<file path="src/rtl/pipe_stage_latch_pkg.sv">
// Shared constants for the generic pipeline latch: NOP encoding and field map.
package pipe_pkg;

    localparam logic [31:0] NOP = 32'h0000_0000;

    localparam int FLD_O  = 0;
    localparam int FLD_D  = 1;
    localparam int FLD_IR = 2;

    localparam int DEF_DATA_W  = 32;
    localparam int DEF_NFIELDS = 3;
    localparam int DEF_CNT_W   = 16;

    typedef enum logic [1:0] {
        ACT_LOAD  = 2'd0,
        ACT_STALL = 2'd1,
        ACT_FLUSH = 2'd2
    } latch_act_e;

    // Flush outranks stall, stall outranks load.
    function automatic latch_act_e latch_act(
        input logic stall,
        input logic flush
    );
        latch_act_e a;
        if (flush)      a = ACT_FLUSH;
        else if (stall) a = ACT_STALL;
        else            a = ACT_LOAD;
        return a;
    endfunction

endpackage

</file>
<file path="src/rtl/pipe_stage_latch_if.sv">
// Upstream/control/downstream bundle of one pipeline latch.
interface pipe_stage_latch_if
    import pipe_pkg::*;
#(
    parameter int DATA_W  = DEF_DATA_W,
    parameter int NFIELDS = DEF_NFIELDS
);
    logic                      in_valid;
    logic [NFIELDS*DATA_W-1:0] in_bus;
    logic                      stall;
    logic                      flush;
    logic                      out_valid;
    logic [NFIELDS*DATA_W-1:0] out_bus;

    modport master (
        output in_valid,
        output in_bus,
        output stall,
        output flush,
        input  out_valid,
        input  out_bus
    );

    modport slave (
        input  in_valid,
        input  in_bus,
        input  stall,
        input  flush,
        output out_valid,
        output out_bus
    );
endinterface

</file>
<file path="src/rtl/pipe_stage_latch_field_reg.sv">
// One field word: async reset value, load enable, synchronous squash value.
module pipe_field_reg
    import pipe_pkg::*;
#(
    parameter int             W       = DEF_DATA_W,
    parameter logic [W-1:0]   RST_VAL = '0,
    parameter logic [W-1:0]   SQ_VAL  = '0
) (
    input  logic         clk,
    input  logic         rst_n,
    input  logic         en_i,
    input  logic         sq_i,
    input  logic [W-1:0] d_i,
    output logic [W-1:0] q_o
);

    logic [W-1:0] q_q;
    logic [W-1:0] q_d;

    always_comb begin
        q_d = q_q;
        if (sq_i)      q_d = SQ_VAL;
        else if (en_i) q_d = d_i;
    end

    always_ff @(posedge clk or negedge rst_n) begin
        if (!rst_n) q_q <= RST_VAL;
        else        q_q <= q_d;
    end

    assign q_o = q_q;

endmodule

</file>
<file path="src/rtl/pipe_stage_latch.sv">
// Generic inter-stage latch with stall/flush/bubble handling.
// Optional perf counters when PIPE_LATCH_PERF_EN is defined.
module pipe_stage_latch
    import pipe_pkg::*;
#(
    parameter int                DATA_W  = DEF_DATA_W,
    parameter int                NFIELDS = DEF_NFIELDS,
    parameter int                IR_IDX  = NFIELDS - 1,
    parameter logic [DATA_W-1:0] NOP_IR  = DATA_W'(NOP)
`ifdef PIPE_LATCH_PERF_EN
    ,
    parameter int                CNT_W   = DEF_CNT_W
`endif
) (
    input  logic             clk,
    input  logic             reset_n,
    pipe_stage_latch_if.slave lat
`ifdef PIPE_LATCH_PERF_EN
    ,
    output logic [CNT_W-1:0] stall_cnt,
    output logic [CNT_W-1:0] flush_cnt,
    output logic [CNT_W-1:0] bubble_cnt
`endif
);

    latch_act_e act;
    logic       valid_q;
    logic       valid_d;
    logic [DATA_W-1:0] fld_q [NFIELDS];

    assign act = latch_act(lat.stall, lat.flush);

    always_comb begin
        valid_d = valid_q;
        unique case (act)
            ACT_FLUSH: valid_d = 1'b0;
            ACT_STALL: valid_d = valid_q;
            ACT_LOAD:  valid_d = lat.in_valid;
            default:   valid_d = valid_q;
        endcase
    end

    always_ff @(posedge clk or negedge reset_n) begin
        if (!reset_n) valid_q <= 1'b0;
        else          valid_q <= valid_d;
    end

    for (genvar k = 0; k < NFIELDS; k++) begin : g_fld
        localparam logic [DATA_W-1:0] FILL =
            (k == IR_IDX) ? NOP_IR : '0;
        logic [DATA_W-1:0] d;

        // A bubble must never carry a real instruction word.
        assign d = ((k == IR_IDX) && !lat.in_valid)
                 ? NOP_IR
                 : lat.in_bus[k*DATA_W +: DATA_W];

        pipe_field_reg #(
            .W       (DATA_W),
            .RST_VAL (FILL),
            .SQ_VAL  (FILL)
        ) u_reg (
            .clk   (clk),
            .rst_n (reset_n),
            .en_i  (act == ACT_LOAD),
            .sq_i  (act == ACT_FLUSH),
            .d_i   (d),
            .q_o   (fld_q[k])
        );
    end

    always_comb begin
        lat.out_bus = '0;
        for (int k = 0; k < NFIELDS; k++) begin
            lat.out_bus[k*DATA_W +: DATA_W] = fld_q[k];
        end
    end

    assign lat.out_valid = valid_q;

`ifdef PIPE_LATCH_PERF_EN
    localparam logic [CNT_W-1:0] CNT_MAX = '1;

    logic [CNT_W-1:0] stall_cnt_q;
    logic [CNT_W-1:0] flush_cnt_q;
    logic [CNT_W-1:0] bubble_cnt_q;
    logic             bubble_ld;

    assign bubble_ld = (act == ACT_LOAD) && !lat.in_valid;

    always_ff @(posedge clk or negedge reset_n) begin
        if (!reset_n) begin
            stall_cnt_q  <= '0;
            flush_cnt_q  <= '0;
            bubble_cnt_q <= '0;
        end else begin
            if (act == ACT_STALL && stall_cnt_q != CNT_MAX)
                stall_cnt_q <= stall_cnt_q + 1'b1;
            if (act == ACT_FLUSH && flush_cnt_q != CNT_MAX)
                flush_cnt_q <= flush_cnt_q + 1'b1;
            if (bubble_ld && bubble_cnt_q != CNT_MAX)
                bubble_cnt_q <= bubble_cnt_q + 1'b1;
        end
    end

    assign stall_cnt  = stall_cnt_q;
    assign flush_cnt  = flush_cnt_q;
    assign bubble_cnt = bubble_cnt_q;
`endif

endmodule

</file>
<file path="src/flat_wrapper.sv">
// flat-port wrapper written by rule: the top's interface ports become plain ports
module pipe_stage_latch_flat import pipe_pkg::*;
#(
    parameter int                DATA_W  = DEF_DATA_W,
    parameter int                NFIELDS = DEF_NFIELDS,
    parameter int                IR_IDX  = NFIELDS - 1,
    parameter logic [DATA_W-1:0] NOP_IR  = DATA_W'(NOP)

)
  (clk, reset_n, lat_in_valid, lat_in_bus, lat_stall, lat_flush, lat_out_valid, lat_out_bus);
  pipe_stage_latch_if #(.DATA_W(DATA_W), .NFIELDS(NFIELDS)) lat_i ();
  input  logic clk;
  input  logic reset_n;
  input wire logic [$bits(lat_i.in_valid)-1:0] lat_in_valid;
  input wire logic [$bits(lat_i.in_bus)-1:0] lat_in_bus;
  input wire logic [$bits(lat_i.stall)-1:0] lat_stall;
  input wire logic [$bits(lat_i.flush)-1:0] lat_flush;
  output wire logic [$bits(lat_i.out_valid)-1:0] lat_out_valid;
  output wire logic [$bits(lat_i.out_bus)-1:0] lat_out_bus;
  assign lat_i.in_valid = lat_in_valid;
  assign lat_i.in_bus = lat_in_bus;
  assign lat_i.stall = lat_stall;
  assign lat_i.flush = lat_flush;
  assign lat_out_valid = lat_i.out_valid;
  assign lat_out_bus = lat_i.out_bus;
  pipe_stage_latch #(.DATA_W(DATA_W), .NFIELDS(NFIELDS), .IR_IDX(IR_IDX), .NOP_IR(NOP_IR)) u_core (.clk(clk), .reset_n(reset_n), .lat(lat_i));
endmodule
</file>
<file path="config.mk">
export PLATFORM = sky130hd
export DESIGN_NAME = pipe_stage_latch_flat
export DESIGN_NICKNAME = d
export VERILOG_FILES = /design/src/rtl/pipe_stage_latch_pkg.sv /design/src/rtl/pipe_stage_latch_if.sv /design/src/rtl/pipe_stage_latch_field_reg.sv /design/src/rtl/pipe_stage_latch.sv /design/src/flat_wrapper.sv
export SDC_FILE = /design/constraint.sdc
export NUM_CORES = 1
export LEC_CHECK = 0
export ABC_AREA = 1
export BUFFER_PORTS_ARGS = -buffer_cell sky130_fd_sc_hd__buf_2
export CAP_MARGIN = 20
export CORE_ASPECT_RATIO = 0.5
export CORE_MARGIN = 2
export CORE_UTILIZATION = 40
export DETAILED_ROUTE_END_ITERATION = 8
export PLACE_DENSITY = 0.75
export SYNTH_ARGS = -nofsm -noshare
export SYNTH_HDL_FRONTEND = slang
export SYNTH_SLANG_ARGS = --single-unit
</file>
<file path="constraint.sdc">
create_clock -name clk -period 0.8 [get_ports clk]
set_clock_uncertainty 0.1 [all_clocks]
set_input_delay 0 -clock clk [delete_from_list [all_inputs] [get_ports clk]]
set_output_delay 0 -clock clk [all_outputs]
set_load 0.02 [all_outputs]
</file>
==> flow_metrics.env, run 1 <==
export IMPL_fp_dieW_um=140.2
export IMPL_grt_max_degree=54
export IMPL_tightest_slew_ns=0.6626
export IMPL_clkSinkCount=97
export IMPL_cts_tree="yes"
export IMPL_power_density_nw_per_um2=1689
export IMPL_die_h_um=72.09
export IMPL_gp_congestion=0.8242
export IMPL_critPathTopFamily="flip-flops"
export IMPL_crit_required_ns=0.70
export IMPL_ant_nets=0
export IMPL_dr_pass1_iters=7
export IMPL_overflow=0
export IMPL_vdd_drop_max_uv=1174
export IMPL_rows=24
export IMPL_slew_violations=0
export IMPL_yosysWarnings=0
export IMPL_path_clk_slew_ns=0.07
export IMPL_syn_num_nets=516
export IMPL_tritoncts_num_buffers=9
export IMPL_start_kind="flop"
export IMPL_wl_mm=18.37
export IMPL_seq_power_share_pct=42.9
export IMPL_cp_end_kind="primary output"
export IMPL_hold_buffers=97
export IMPL_wl_per_cell_um=20.73
export IMPL_fin_util_pct=83.83
export IMPL_holdWs_ns=-0.03472
export IMPL_wl_met2_mm=9.056
export IMPL_topRoutingLayerUsed="met4"
export IMPL_power_frac_clock_pct=36.7
export IMPL_max_stage_delay_ns=0.45
export IMPL_io_buffer_count=197
export IMPL_hold_violations=10
export IMPL_p_sw_w=0.003395
export IMPL_grt_pass1_wl_mm=23.03
export IMPL_timing_rr_end="u_core.g_fld[0].u_reg.q_o[14]"
export IMPL_antenna_found_initial=1
export IMPL_ys_types=9
export IMPL_synth_seq_area_share_pct=65.45
export IMPL_leakagePower_nw=4.150
export IMPL_track_usage_pct=29.61
export IMPL_worstReg2RegStart="u_core.g_fld[0].u_reg.q_o[14]"
export IMPL_syn_area_per_cell_sq_um=8.936
export IMPL_layout_min_cycle_time_ns=1.059
export IMPL_dp_hpwl_mm=6.902
export IMPL_area_growth_pct=100.2
export IMPL_setup_slack_ns=-0.2589
export IMPL_dr_wl_met3_mm=1.489
export IMPL_io_pins=198
export IMPL_drt_met1_wl_mm=6.250
export IMPL_critical_path_slowest_cell="dfrtp_1"
export IMPL_crit_buf_inv=1
export IMPL_cp_cell_sequence="buf_6"
export IMPL_fin_nets=861
export IMPL_maxCapViolCount=0
export IMPL_min_path_type="in -> async"
export IMPL_syn_inst=415
export IMPL_worst_path_max_fanout=2
export IMPL_timing_fmax_ghz=0.9444
export IMPL_tns_ns=-22.70
export IMPL_fill_cells=413
export IMPL_internal_power_w=0.009145
export IMPL_initial_core_util_pct=41.86
export IMPL_core_sq_um=8859
export IMPL_rsz0062_at_grt="yes"
export IMPL_drc=12
export IMPL_grt_pass1_vias=4578
export IMPL_cts_max_level=3
export IMPL_synth_area_sq_um=3709
export IMPL_clk_path_buf_depth=2
export IMPL_r2r_cells=2
export IMPL_setup_viol_count_final=158
export IMPL_finalCritPeriodShare_pct=132.4
export IMPL_cp_arrival_ns=0.96
export IMPL_status="finished, violations left"
export IMPL_viasPerCell=5.289
export IMPL_stdcell_count=886
export IMPL_drtIter0Drc=615
export IMPL_ys_seq_elements=97
export IMPL_drive_gt1_share_pct=43.14
export IMPL_critPathKind="reg -> out"
export IMPL_vias=4686
export IMPL_die_area_sq_um=10100
export IMPL_swShare_pct=27.08
export IMPL_violations="design-rule violations, negative hold slack, negative setup slack"
export IMPL_root_buffer="clkbuf_16"
export IMPL_slew_headroom_pct=55.82
export IMPL_clock_latency_ns=0.34
export IMPL_r2r_slack_ns=-0.17
export IMPL_dp_cells=715
export IMPL_pwr_share_comb_pct=20.4
-- cells in the mapped netlist --
| master | instances | area share, % |
|---|---|---|
| nor2_4 | 2 | 0.61 |
| buf_4 | 7 | 1.4 |
| buf_1 | 9 | 0.91 |
| nand3_1 | 32 | 4.3 |
| inv_2 | 1 | 0.10 |
| nand2_1 | 259 | 26 |
| dfrtp_1 | 97 | 65 |
| clkbuf_1 | 3 | 0.30 |
| buf_2 | 5 | 0.67 |
-- per-layer routing --
metal	up-vias	track usage, %
met5	-	0
met4	0	20.88
met3	148	7.591
met2	372	53.70
met1	2198	30.95
li1	1968	-
-- power groups by stage --
| stage | combinational (W) | clock [W] | sequential, W |
|---|---|---|---|
| after floorplan | 0.000365 | 0 | 0.00567 |
| after global placement | 0.00140 | 0 | 0.00535 |
| after detailed placement | 0.00143 | 0 | 0.00535 |
| after CTS | 0.00216 | 0.00448 | 0.00533 |
| after global routing | 0.00269 | 0.00486 | 0.00539 |
| final | 0.00256 | 0.00460 | 0.00538 |
-- how the worst max path moves through the flow --
stage	to	slack, ns	from	depth (start not counted)
3_5_place_dp	u_core.g_fld[2].u_reg.q_o[17]	-0.13	lat_flush	5
5_1_grt	lat_out_bus[14]	-0.27	u_core.g_fld[0].u_reg.q_o[14]	1
6_report	lat_out_bus[14]	-0.26	u_core.g_fld[0].u_reg.q_o[14]	1
3_3_place_gp	u_core.g_fld[2].u_reg.q_o[21]	-0.11	lat_flush	5
2_1_floorplan	u_core.g_fld[2].u_reg.q_o[10]	0.02	u_core.g_fld[2].u_reg.q_o[10]	2
4_1_cts	lat_out_bus[10]	-0.19	u_core.g_fld[0].u_reg.q_o[10]	1
-- final cells by class --
class,count,area [sq um],share of cell area (%)
repair buffers,358,3199,43.08
flip-flops and latches,97,2427,32.69
multi-input cells,293,1330,17.91
clock buffers,14,274.0,3.690
well taps,117,146.4,1.971
clock inverters,2,35.03,0.4718
diodes,4,10.01,0.1348
inverters,1,3.754,0.05055
-- through the flow --
step	setup slack, ns	cell area [sq um]	hold slack (ns)	total power, W
after floorplan	0.01875	3709	-0.3956	0.006037
after global placement	-0.1072	4858	-0.2276	0.006753
after detailed placement	-0.1296	4858	-0.2269	0.006781
after CTS	-0.1894	6918	-0.03737	0.01197
after global routing	-0.2681	7418	-0.01891	0.01294
final	-0.2589	7426	-0.03472	0.01254
-- layout by cell type (no fill, tap or decap) --
master         instances
dfrtp_1               97
buf_4                 36
buf_12                 5
buf_6                121
buf_2                 99
nand2_4                9
clkbuf_16              9
nor2_4                 2
nand2_1              207
bufinv_16              1
dlygate4sd3_1         97
nand3_1               32
diode_2                4
clkinv_2               1
clkbuf_8               3
nand2_2               43
inv_2                  1
clkbuf_1               2
-- state kept, by name (all words and copies together) (netlist names) --
signal / count
u_core.g_fld.u_reg.q_o: 96
u_core.lat.out_valid: 1
-- cells by family (layout without fill, tap and decap cells) --
logic type | Yosys count | count (layout) | share of synthesized area [%]
other | 0 | 4 | 0
DFF | 97 | 97 | 65.45
buffers and inverters | 25 | 375 | 3.407
and+or+nand+nor | 293 | 293 | 31.14
-- repair_timing --
action / CTS / global route
setup buffers: 21 / 34
pin swaps: 8 / 23
gates resized for setup: 200 / 79
setup endpoints to repair: 97 / 128
hold endpoints to repair: 193 / 10
No activity file was read; power rests on OpenSTA's default activity.
==> run 2: changes to the inputs <==
==> constraint.sdc (replaced) <==
create_clock -name clk -period 0.8 [get_ports clk]
set_clock_uncertainty 0.1 [all_clocks]
set_input_delay 0.04 -clock clk [delete_from_list [all_inputs] [get_ports clk]]
set_output_delay 0.04 -clock clk [all_outputs]
set_load 0.02 [all_outputs]
==> flow_metrics.env, run 2 (synthesis gave the netlist of run 1 again) <==
export IMPL_slew_headroom_pct=52.45
export IMPL_root_buffer="clkbuf_16"
export IMPL_r2r_cells=4
export IMPL_start_kind="flop"
export IMPL_wl_mm=18.78
export IMPL_critical_path_slowest_cell="dfrtp_1"
export IMPL_clk_path_buf_depth=2
export IMPL_hold_violations=6
export IMPL_drive_gt1_share_pct=41.97
export IMPL_rows=24
export IMPL_cp_end_kind="primary output"
export IMPL_antenna_cells=0
export IMPL_power_density_nw_per_um2=1639
export IMPL_finalCritPeriodShare_pct=137.3
export IMPL_antenna_found_initial=0
export IMPL_dp_cells=716
export IMPL_multi_input_area_sq_um=1338
export IMPL_max_stage_delay_ns=0.44
export IMPL_fill_cells=420
export IMPL_leakagePower_nw=4.117
export IMPL_grt_pass1_wl_mm=24.10
export IMPL_crit_buf_inv=1
export IMPL_tns_ns=-27.00
export IMPL_violations="design-rule violations, negative hold slack, negative setup slack"
export IMPL_io_buffer_count=197
export IMPL_timing_fmax_ghz=0.9106
export IMPL_layout_min_cycle_time_ns=1.098
export IMPL_area_growth_pct=98.11
export IMPL_holdWs_ns=-0.02114
export IMPL_grt_busiest_layer="met2"
export IMPL_dp_hpwl_mm=6.938
export IMPL_regArea_sq_um=2427
export IMPL_dr_pass1_iters=9
export IMPL_wl_per_cell_um=21.41
export IMPL_fin_util_pct=82.94
export IMPL_cp_arrival_ns=0.96
export IMPL_use_met1_pct=31.07
export IMPL_largest_reg_flops=96
export IMPL_cp_num_cells=1
export IMPL_critPathKind="reg -> out"
export IMPL_min_path_type="in -> async"
export IMPL_ant_nets=0
export IMPL_crit_required_ns=0.66
export IMPL_maxCapViolCount=0
export IMPL_track_usage_pct=31.20
export IMPL_overflow=0
export IMPL_grt_max_degree=55
export IMPL_core_sq_um=8859
export IMPL_preCtsSetupSlack_ns=-0.1801
export IMPL_drtIter0Drc=622
export IMPL_drc=7
export IMPL_met2_usage_pct=56.70
export IMPL_cts_max_level=3
export IMPL_io_pins=198
export IMPL_fp_dieW_um=140.2
export IMPL_viasPerCell=5.414
export IMPL_tightest_slew_ns=0.7133
export IMPL_critPathTopFamily="flip-flops"
export IMPL_mostFrequentLayoutCells="212 x nand2_1, 119 x buf_6, 99 x buf_2, 97 x dlygate4sd3_1, 97 x dfrtp_1"
export IMPL_gp_congestion=0.8282
export IMPL_clkSinkCount=97
export IMPL_cts_tree="yes"
export IMPL_status="finished, violations left"
export IMPL_total_power_w=0.01204
export IMPL_vias=4748
export IMPL_setup_slack_ns=-0.2981
export IMPL_die_h_um=72.09
export IMPL_stdcell_count=877
export IMPL_final_common_cell="nand2_1"
export IMPL_tritoncts_num_buffers=9
export IMPL_vdd_drop_max_uv=1129
export IMPL_setup_viol_count_final=153
export IMPL_cp_cell_sequence="buf_6"
export IMPL_clock_latency_ns=0.35
export IMPL_use_met3_pct=7.987
export IMPL_die_area_sq_um=10100
export IMPL_rsz0062_at_grt="yes"
export IMPL_grt_pass1_vias=4737
export IMPL_fin_nets=857
export IMPL_slew_violations=0
export IMPL_path_clk_slew_ns=0.07
export IMPL_worst_path_max_fanout=2
export IMPL_initial_core_util_pct=41.86
-- run 2: changes by cell type in the layout (fill, tap and decap cells not counted), moves of 3 or more --
| cell | previous run | this run |
|---|---|---|
| nand2_2 | 43 | 36 |
| nand2_1 | 207 | 212 |
| diode_2 | 4 | 0 |
| buf_4 | 36 | 33 |
| clkbuf_1 | 2 | 5 |
-- run 2: final cells by class --
type,instances,share of cell area [%]
clock buffers,15,3.508
inverters,1,0.05109
multi-input cells,293,18.20
flip-flops and latches,97,33.04
well taps,117,1.993
repair buffers,354,43.20
-- run 2: worst paths after layout --
path	to	startpoint	slack [ns]
worst max-delay path	lat_out_bus[65]	u_core.g_fld[2].u_reg.q_o[1]	-0.30
worst min-delay path	u_core.g_fld[0].u_reg.q_o[14]	reset_n	-0.02
worst max register to register	u_core.g_fld[2].u_reg.q_o[12]	u_core.g_fld[2].u_reg.q_o[12]	-0.21
worst min register to register	u_core.g_fld[1].u_reg.q_o[24]	u_core.g_fld[1].u_reg.q_o[24]	0.39
max in group asynchronous	u_core.g_fld[1].u_reg.q_o[26]	reset_n	0.20
min in group clk	u_core.g_fld[1].u_reg.q_o[31]	lat_stall	0.16
-- run 2: repair_timing --
item / 4_1_cts / 5_1_grt
endpoints found under the hold margin: 193 / 0
buffers inserted: 16 / 38
resized for setup: 198 / 78
gates cloned: 0 / 0
hold buffers: 97 / 0
endpoints found under the setup margin: 97 / 127
pin swaps: 5 / 11
-- run 2: per-stage QoR --
stage                     hold WS [ns]  cell area (sq um)
final                         -0.02114               7347
after global routing         -0.009237               7347
after CTS                     -0.01275               6844
after detailed placement       -0.1947               4878
after global placement         -0.1954               4878
after floorplan                -0.3556               3711
-- run 2: layer usage --
layer	vias to the layer above	routed length [um]	share of wire, %
met5	-	0	0
met4	0	1671	8.9
met3	161	1634	8.7
met2	407	9133	49
met1	2235	6341	34
li1	1945	-	-
-- run 2: power by group --
group | switching (W) | total [W] | internal (W)
clock | 0.00189 | 0.00408 | 0.00219
combinational | 0.00126 | 0.00258 | 0.00131
sequential | 0.000232 | 0.00538 | 0.00515
total | 0.00339 | 0.0120 | 0.00865
